[src/rtl/fba_accumulator.sv]
// Frame accumulator built on the fixed-bounding adder fba(A,B).
// The upper byte is added exactly and its carry flags overflow. The low byte
// is approximated: every bit at or below the highest position where both
// operands are 1 is forced to 1, and the bits above it are ORed.
// Terms stream in through a valid/ready input. A frame ends when N_TERMS
// terms have been accepted, or earlier on a term with in_last. The result
// is then held at the output until the consumer takes it.
//
// Ports:
//   clk, rst_n            clock; asynchronous active-low reset
//   in_valid/in_ready     term handshake
//   in_data[15:0]         unsigned term
//   in_last               accepted term ends the frame early
//   out_valid/out_ready   result handshake
//   out_sum[15:0]         approximate frame sum (16'hFFFF after overflow)
//   out_ovf               sticky overflow flag for the frame
//   out_cnt[7:0]          number of terms accepted in the frame
module fba_accumulator #(
    parameter int unsigned N_TERMS = 9
) (
    input  logic        clk,
    input  logic        rst_n,
    input  logic        in_valid,
    output logic        in_ready,
    input  logic [15:0] in_data,
    input  logic        in_last,
    output logic        out_valid,
    input  logic        out_ready,
    output logic [15:0] out_sum,
    output logic        out_ovf,
    output logic [7:0]  out_cnt
);

    localparam int unsigned DW = 16;
    localparam int unsigned CW = 8;
    localparam int unsigned BW = 8;

    typedef enum logic {
        ACC  = 1'b0,
        DONE = 1'b1
    } state_t;

    // Fixed-bounding add; returns {carry, sum}.
    function automatic logic [DW:0] fba(input logic [DW-1:0] a, input logic [DW-1:0] b);
        logic [BW:0]   hi;
        logic [BW-1:0] both;
        logic [BW-1:0] lo;
        logic          hit;
        hi   = {1'b0, a[DW-1:BW]} + {1'b0, b[DW-1:BW]};
        both = a[BW-1:0] & b[BW-1:0];
        lo   = '0;
        hit  = 1'b0;
        // Once the highest common 1 is reached, every lower bit is forced high.
        for (int i = BW - 1; i >= 0; i--) begin
            hit   = hit | both[i];
            lo[i] = hit | a[i] | b[i];
        end
        return {hi, lo};
    endfunction

    state_t          state, state_n;
    logic [DW-1:0]   acc, acc_n;
    logic            ovf, ovf_n;
    logic [CW-1:0]   cnt, cnt_n;
    logic [DW-1:0]   sum_n;
    logic            out_ovf_n;
    logic [CW-1:0]   out_cnt_n;
    logic            in_ready_n;
    logic            out_valid_n;
    logic [DW:0]     fba_r;
    logic            take;

    // State, accumulator and registered outputs.
    always_ff @(posedge clk or negedge rst_n) begin
        if (!rst_n) begin
            state     <= ACC;
            acc       <= '0;
            ovf       <= 1'b0;
            cnt       <= '0;
            in_ready  <= 1'b0;
            out_valid <= 1'b0;
            out_sum   <= '0;
            out_ovf   <= 1'b0;
            out_cnt   <= '0;
        end else begin
            state     <= state_n;
            acc       <= acc_n;
            ovf       <= ovf_n;
            cnt       <= cnt_n;
            in_ready  <= in_ready_n;
            out_valid <= out_valid_n;
            out_sum   <= sum_n;
            out_ovf   <= out_ovf_n;
            out_cnt   <= out_cnt_n;
        end
    end

    // Next-state, datapath update and next output values.
    always_comb begin
        state_n   = state;
        acc_n     = acc;
        ovf_n     = ovf;
        cnt_n     = cnt;
        sum_n     = out_sum;
        out_ovf_n = out_ovf;
        out_cnt_n = out_cnt;
        fba_r     = fba(acc, in_data);
        // in_ready is low for one cycle after reset even though state is ACC.
        take      = in_valid & in_ready;

        unique case (state)
            ACC: begin
                if (take) begin
                    cnt_n = cnt + CW'(1);
                    if (fba_r[DW] || ovf) begin
                        acc_n = {DW{1'b1}};
                        ovf_n = 1'b1;
                    end else begin
                        acc_n = fba_r[DW-1:0];
                    end
                    if (in_last || (cnt_n == CW'(N_TERMS))) begin
                        state_n   = DONE;
                        sum_n     = acc_n;
                        out_ovf_n = ovf_n;
                        out_cnt_n = cnt_n;
                    end
                end
            end
            DONE: begin
                if (out_valid && out_ready) begin
                    state_n = ACC;
                    acc_n   = '0;
                    ovf_n   = 1'b0;
                    cnt_n   = '0;
                end
            end
            default: state_n = ACC;
        endcase

        in_ready_n  = (state_n == ACC);
        out_valid_n = (state_n == DONE);
    end

endmodule

[config.mk]
export PLATFORM = sky130hd
export DESIGN_NAME = fba_accumulator
export DESIGN_NICKNAME = d
export VERILOG_FILES = /design/src/rtl/fba_accumulator.sv
export SDC_FILE = /design/constraint.sdc
export NUM_CORES = 1
export LEC_CHECK = 0
export CAP_MARGIN = 30
export CORE_MARGIN = 3
export CORE_UTILIZATION = 45
export DETAILED_ROUTE_END_ITERATION = 10
export PLACE_DENSITY_LB_ADDON = 0.12
export SLEW_MARGIN = 20
export SYNTH_ARGS = -nofsm -noshare
export SYNTH_HDL_FRONTEND = slang
export SYNTH_SLANG_ARGS = --single-unit
export TNS_END_PERCENT = 5
[constraint.sdc]
create_clock -name clk -period 5.4 [get_ports clk]
set_input_delay 1.08 -clock clk [delete_from_list [all_inputs] [get_ports clk]]
set_output_delay 1.08 -clock clk [all_outputs]
set_load 0.01 [all_outputs]
# == After elaboration in Yosys (flattened, before gate mapping) ==
# Cells that the tools add are included.
# totals
reg_bits,52
latch_bits,0
ram_bits,0
mem_bits_ro,0
input_bits,21
output_inout_bits,27
n_memories,0
# op_classes
addsub,2
multipliers,0
n_div,0
order_cmp,0
eq_ne,3
n_shift,0
mux,15
n_bitwise,27
n_reduce_logical,5
# op_table
op,count
$mux W16,3
$pmux W16 S2,1
$or A1 B1 Y1,23
$mux W8,2
$pmux W8 S2,1
$add A8 B8 Y9,1
$add A8 B1 Y8 const B,1
$and A8 B8 Y8,1
$eq A8 B4 Y1 const B,1
$mux W1,6
$pmux W1 S2,2
$reduce_and A3 Y1,1
$logic_or A1 B1 Y1,2
$ne A2 B1 Y1 const B,1
$ne A2 B2 Y1 const B,1
$not A1 Y1,2
$reduce_and A2 Y1,1
$and A1 B1 Y1,1
$logic_and A1 B1 Y1,1

# == Depth between registers and ports, before layout ==
# Gate-level depths: netlist of run 1.
# depth
ltp_word,13
ltp_mapped,9

# == Worst setup path after synthesis of run 1 ==
# Ideal clock, no wire load.
# synth_timing
kind,input -> register
start,in in_data[8]
end,reg out_sum[2]
setup_time_ns,0.125
t_arrival_ns,3.151
required_ns,5.275
setup_slack_ns,2.125
cell_stages,8
path_buffers,1
cell_sequence,ha_1 fa_1 a21o_1 a221oi_2 o21ai_1 buf_6 or4_1 mux2_2
# synth_via
elab_chain_len,3
# synth_lines
element,line,rtl
from (decl),25,"input logic [15:0] in_data,"
$add A8 B8 Y9,49,"hi = {1'b0, a[DW-1:BW]} + {1'b0, b[DW-1:BW]};"
$logic_or A1 B1 Y1,115,if (fba_r[DW] || ovf) begin
$mux W16,115,
to (signal assigned),92,out_sum <= sum_n;
to (decl),29,"output logic [15:0] out_sum,"
# Every way passes these cells.
# A chain may end at the register's enable or synchronous reset.

# == Worst setup path in the final report of run 1 ==
# Ends and elaborated chain as after synthesis.

==> impl_metrics.env, run 1 <==
export IMPL_ir_worst_vdd_mv=0.1907
export IMPL_crit_buf_inv=1
export IMPL_synthArstFlopShare=1.000
export IMPL_initial_utilization=0.4682
export IMPL_holdCritStartpoint="out_cnt[7]"
export IMPL_multi_input_area_mm2=0.001220
export IMPL_rsz0062_at_grt="no"
export IMPL_cts_tree="done"
export IMPL_ys_ff_latch=52
export IMPL_post_drt_via_cell_ratio=5.348
export IMPL_clock_skew_ps=11.02
export IMPL_clockBufferDepth=2
export IMPL_drc=0
export IMPL_arrival_ps=3760
export IMPL_area_growth_pct=25.46
export IMPL_path_class="primary input to flop"
export IMPL_p_sw_frac=0.3642
export IMPL_setup_violations=0
export IMPL_grt_pass1_wl_um=8894
export IMPL_synth_compound_area_share=0.1558
export IMPL_vias=1952
export IMPL_drtAntennaViolNets=0
export IMPL_gr_total_overflow=0
export IMPL_htree_levels=2
export IMPL_core_mm2=0.005574
export IMPL_r2r_end="out_sum[2]"
export IMPL_fp_dieArea_mm2=0.006749
export IMPL_drt_iter0_drc=105
export IMPL_placed_cells=356
export IMPL_maxCapViolCount=0
export IMPL_gr_usage_met2=0.2569
export IMPL_gp_routability_congestion=0.7583
export IMPL_fillCellCount=499
export IMPL_synth_fa_ha_area_frac=0.05561
export IMPL_min_path_type="flop to flop"
export IMPL_portBuffers=47
export IMPL_ctsHoldBuffers=0
export IMPL_drt_total_wl_um=5309
export IMPL_totalNegativeSetupSlack_ps=0
export IMPL_netlist_area_mm2=0.002610
export IMPL_rr_worst_depth=7
export IMPL_cts_resized=0
export IMPL_fin_crit_sh=0.6598
export IMPL_power_frac_seq=0.391
export IMPL_synthMuxAreaShare=0.09492
export IMPL_fmax_ghz=0.2807
export IMPL_synth_nets=274
export IMPL_critPathTopFamily="compound AO/OA/AOI/OAI gates"
export IMPL_final_layout_size_suffix_gt1_frac=0.1058
export IMPL_crit_chain="clkdlybuf4s50_1 > ha_1 > fa_1 > a21o_1 > a221oi_2 > o21ai_1 > or4_1 > mux2_2"
export IMPL_cts_buffers=5
export IMPL_worstPathRequired_ps=5590
export IMPL_cts_setup_buffers=0
export IMPL_layoutNonFillerInstCount=365
export IMPL_grt_pass1_vias=1836
export IMPL_nets=324
export IMPL_worst_pin_slew_ps=705.4
export IMPL_clock_power_share=0.171
export IMPL_crit_path_top_delay_cell="or4_1"
export IMPL_top_usage_layer="met2"
export IMPL_dr_pass1_iters=4
export IMPL_ys_types=41
export IMPL_cts_root_buf="clkbuf_8"
export IMPL_ys_warn_count=0
export IMPL_die_w_um=82.16
export IMPL_critPathCaptureType="flop"
export IMPL_regArea_mm2=0.001301
export IMPL_leakagePower_uw=0.001525
export IMPL_status="completed"
export IMPL_powerDensity_mw_per_mm2=479.4
export IMPL_clkTransAtPathRegs_ps=100
export IMPL_syn_area_per_cell_um2=10.79
export IMPL_hold_violations=0
export IMPL_grt_max_degree=53
export IMPL_cts_sinks=52
export IMPL_synth_xor_area_share=0.03691
export IMPL_p_comb_frac=0.438
export IMPL_grt_util_met3=0.02928
export IMPL_slowest_delay_ps=570
export IMPL_ys_seq_area_frac=0.4986
export IMPL_hold_end="out_cnt[7]"
export IMPL_r2r_slack_ps=2640
export IMPL_synth_cells=242
export IMPL_worstPathMaxFanout=10
export IMPL_period_minus_slack_ps=3563
export IMPL_p_int_uw=998.1
export IMPL_synth_top_family_by_area="compound AO/OA/AOI/OAI gates"
export IMPL_start_kind="primary input"
export IMPL_antenna_found_initial=0
export IMPL_drv_slew=0
export IMPL_use_met1=0.2528
export IMPL_die_height_um=82.16
export IMPL_hpwl_um=3701
export IMPL_track_usage=0.1708
export IMPL_ys_flop_type="dfrtp_1"
export IMPL_diodes=0
export IMPL_wl_per_cell_um=14.55
export IMPL_synth_edff_count=0
export IMPL_yosys_area_share_simple=0.1242
export IMPL_netSwitchingPower_uw=571.7
export IMPL_ios=48
export IMPL_fp_row_count=27
export IMPL_clkLatencyLatePin_ps=310
export IMPL_holdPathStages=1
export IMPL_max_slew_margin=0.5286
export IMPL_r2r_start="acc[8]"
layout by cell type, fill, tap and decap left out, types with 9 or more instances in the layout:
cell type        instances
dfrtp_1                 52
ha_1                    10
clkdlybuf4s50_1         46
nand2_1                 16
nand3_1                 13
mux2i_1                  9
mux2_2                  14
inv_1                   12
nor2_1                  15
o21ai_0                 26
layout make-up:
type                            count  share of cell area
Timing Repair Buffer               52              0.1548
Inverter                           12             0.01376
Tap cell                           72             0.02751
Sequential cell                    52              0.3974
Multi-Input combinational cell    169              0.3726
Clock inverter                      3             0.01299
Clock buffer                        5             0.02102
cells in the mapped netlist, drive strengths merged, types with 3 or more instances:
cell type | n | area [µm²]
inv | 12 | 45.04
a21oi | 7 | 35.03
xnor2 | 4 | 35.03
nand2 | 16 | 60.06
mux2 | 14 | 157.7
a21o | 6 | 45.04
dfrtp | 52 | 1301
nand3 | 13 | 65.06
o211a | 5 | 50.05
ha | 10 | 125.1
clkbuf | 6 | 22.52
or4b | 3 | 33.78
o211ai | 3 | 22.52
o21ai | 27 | 135.1
mux2i | 9 | 90.09
and3 | 7 | 43.79
xor2 | 7 | 61.31
buf | 3 | 21.27
nor2 | 15 | 56.30
layer usage:
metal  part of all wire  routed length [µm]  vias up
li1                   -                   -      970
met1               0.51                2687      918
met3              0.050                 264        7
met4              0.012                  63        0
met2               0.43                2293       57
met5                  0                   0        -
how the worst max path moves through the flow:
stage                           from    endpoint  depth (start not counted)
after floorplan           in_data[8]  out_sum[2]                          8
after global placement    in_data[8]  out_sum[0]                          8
after detailed placement  in_data[8]  out_sum[0]                          8
after CTS                 in_data[8]  out_sum[0]                          8
after global routing      in_data[8]  out_sum[2]                          8
final                     in_data[8]  out_sum[2]                          8
registers in the layout (all words and copies together), names as in the netlist:
register / count
acc: 16
cnt: 8
in_ready: 1
out_cnt: 8
out_ovf: 1
out_sum: 16
ovf: 1
state: 1
power by group through the flow:
stage	registers [µW]	logic, µW	clock network, µW
after global routing	631	776	292
after global placement	619	680	0
after detailed placement	622	691	0
after CTS	614	693	276
final	614	687	269
after floorplan	631	432	0
per-stage QoR:
stage                 util  hold WS (ps)  worst slack, ps  total power, µW  instance area, µm²
floorplan                -         450.6             2125             1063                2610
global placement    0.5654         467.2             1532             1299                3152
detailed placement  0.5654         483.6             1492             1312                3152
CTS                 0.5854         509.5             1810             1584                3263
global route        0.5874         524.5             1693             1699                3274
finish              0.5874         501.8             1837             1570                3274
kinds of logic (layout without fill, tap and decap cells):
| logic type | count (synthesis) | after routing |
|---|---|---|
| compound gates | 61 | 61 |
| xor+xnor | 11 | 11 |
| simple gates | 63 | 63 |
| fa+ha+maj | 11 | 11 |
| flops | 52 | 52 |
| mux | 23 | 23 |
| buf+inv | 21 | 72 |
worst reg2reg max path, delay by kind of cell (launching register included):
family	cells	cell delay, ps
DFF	1	390
AOI/OAI and AO/OA	3	770
and+or+nand+nor	1	570
adders and majority gates	2	640
muxes	1	270
Note: power is estimated with default switching activity, not from simulation.
==> run 2, diff against run 1 <==
==> constraint.sdc (replaced) <==
create_clock -name clk -period 3.12 [get_ports clk]
set_input_delay 0.624 -clock clk [delete_from_list [all_inputs] [get_ports clk]]
set_output_delay 0.624 -clock clk [all_outputs]
set_load 0.01 [all_outputs]
==> impl_metrics.env, run 2 (same netlist as run 1, synthesis figures left out) <==
export IMPL_status="completed"
export IMPL_hold_violations=0
export IMPL_clock_skew_ps=8.194
export IMPL_crit_chain="clkdlybuf4s50_1 > ha_1 > fa_1 > a21o_1 > a221oi_2 > o21ai_2 > or4b_1 > mux2_2"
export IMPL_wl_per_cell_um=14.42
export IMPL_arrival_ps=3170
export IMPL_hpwl_um=3928
export IMPL_ios=48
export IMPL_track_usage=0.1746
export IMPL_drtAntennaViolNets=0
export IMPL_initial_utilization=0.4682
export IMPL_clkTransAtPathRegs_ps=100
export IMPL_clkLatencyLatePin_ps=310
export IMPL_drc=0
export IMPL_gp_routability_congestion=0.7815
export IMPL_drt_iter0_drc=91
export IMPL_r2r_slack_ps=500
export IMPL_worstPathMaxFanout=9
export IMPL_fp_dieArea_mm2=0.006749
export IMPL_fillCellCount=502
export IMPL_grt_max_degree=33
export IMPL_area_growth_pct=27.04
export IMPL_final_layout_size_suffix_gt1_frac=0.1329
export IMPL_worst_slack_ps=141.4
export IMPL_min_path_type="primary input to asynchronous set/reset pin"
export IMPL_dpl_worst_slack_ps=-259.0
export IMPL_power_total_uw=2703
export IMPL_gr_total_overflow=0
export IMPL_period_minus_slack_ps=2979
export IMPL_grt_pass1_vias=1907
export IMPL_slowest_delay_ps=540
export IMPL_start_kind="primary input"
export IMPL_maxCapViolCount=0
export IMPL_rsz0062_at_grt="no"
export IMPL_portBuffers=47
export IMPL_drt_total_wl_um=5380
export IMPL_leakagePower_uw=0.001559
export IMPL_diodes=0
export IMPL_placed_cells=365
export IMPL_cts_tree="done"
export IMPL_drv_slew=0
export IMPL_rr_worst_depth=7
export IMPL_die_w_um=82.16
export IMPL_crit_path_top_delay_cell="or4b_1"
export IMPL_r2r_start="acc[8]"
export IMPL_fin_crit_sh=0.9547
export IMPL_nets=332
export IMPL_layout_common_cells="dfrtp_1 (52), clkdlybuf4s50_1 (46), o21ai_0 (26)"
export IMPL_reg_largest_list="acc: 16 flops, out_sum: 16 flops"
export IMPL_layoutNonFillerInstCount=373
export IMPL_worstPathRequired_ps=3320
export IMPL_grt_pass1_wl_um=9142
export IMPL_vias=1955
export IMPL_cts_buffers=5
export IMPL_max_slew_margin=0.6773
export IMPL_mostFrequentLayoutCell="dfrtp_1"
export IMPL_r2r_end="out_sum[0]"
export IMPL_setup_violations=0
export IMPL_fmax_ghz=0.3357
export IMPL_clockBufferDepth=2
export IMPL_htree_levels=2
export IMPL_totalNegativeSetupSlack_ps=0
export IMPL_dr_pass1_iters=4
export IMPL_post_drt_via_cell_ratio=5.241
export IMPL_ir_worst_vdd_mv=0.4441
export IMPL_path_class="primary input to flop"
export IMPL_core_mm2=0.005574
export IMPL_worst_pin_slew_ps=484.1
export IMPL_cts_root_buf="clkbuf_8"
export IMPL_cts_sinks=52
export IMPL_die_height_um=82.16
export IMPL_powerDensity_mw_per_mm2=815.4
export IMPL_critPathCaptureType="flop"
export IMPL_fp_row_count=27
export IMPL_antenna_found_initial=0
==> run 2: cell types whose count changed in the layout (fill, tap and decap cells not counted), sizes merged <==
cell	before	now
clkbuf	5	6
buf	6	14
clkinvlp	1	0
clkinv	1	2
bufinv	1	0
==> run 2: metal layers <==
layer  share of wire  vias up  global-route usage
li1                -      986                   -
met1            0.53      930              0.2589
met2            0.43       37              0.2609
met3           0.032        2             0.03905
met4          0.0050        0             0.03987
met5               0        -                   0
==> run 2: through the flow <==
stage	hold slack, ps	util	instance area (µm²)
CTS	276.0	0.5942	3312
global route	294.8	0.5948	3316
global placement	470.9	0.5776	3219
detailed placement	477.6	0.5776	3219
finish	265.0	0.5948	3316
floorplan	328.4	-	2610
==> run 2: cell type report <==
class | count | area [µm²] | area share
clock inverter | 2 | 10.01 | 0.003019
sequential | 52 | 1301 | 0.3925
clock buffer | 6 | 82.58 | 0.02491
inverter | 12 | 45.04 | 0.01358
multi-input combinational | 169 | 1224 | 0.3691
timing repair buffer | 60 | 563.0 | 0.1698
tap | 72 | 90.09 | 0.02717
==> run 2: timing repair <==
action	CTS	global route
hold buffers	0	0
endpoints found under the setup margin	0	7
endpoints found under the hold margin	0	0
setup buffers	0	0
resized for setup	0	1
==> run 2: how the worst max path moves through the flow <==
stage	startpoint	to	cells after the start
after floorplan	in_data[8]	out_sum[2]	8
after detailed placement	in_data[8]	out_sum[0]	8
final	in_data[8]	out_sum[0]	8
after global placement	in_data[8]	out_sum[0]	8
after global routing	in_data[8]	out_sum[4]	8
after CTS	in_data[8]	out_sum[4]	8
==> run 2: power by group <==
group / leakage, µW / internal, µW / switching, µW
clock network: 0.0000510 / 177 / 217
logic: 0.000916 / 631 / 615
registers: 0.000592 / 902 / 162
==> run 2: worst max-delay path, delay by kind of cell <==
family | cells | cell delay, ps
AO/OA/AOI/OAI | 3 | 700
adder cells (fa/ha/maj) | 2 | 630
AND/OR/NAND/NOR | 1 | 540
buffers and inverters | 1 | 400
multiplexers | 1 | 270
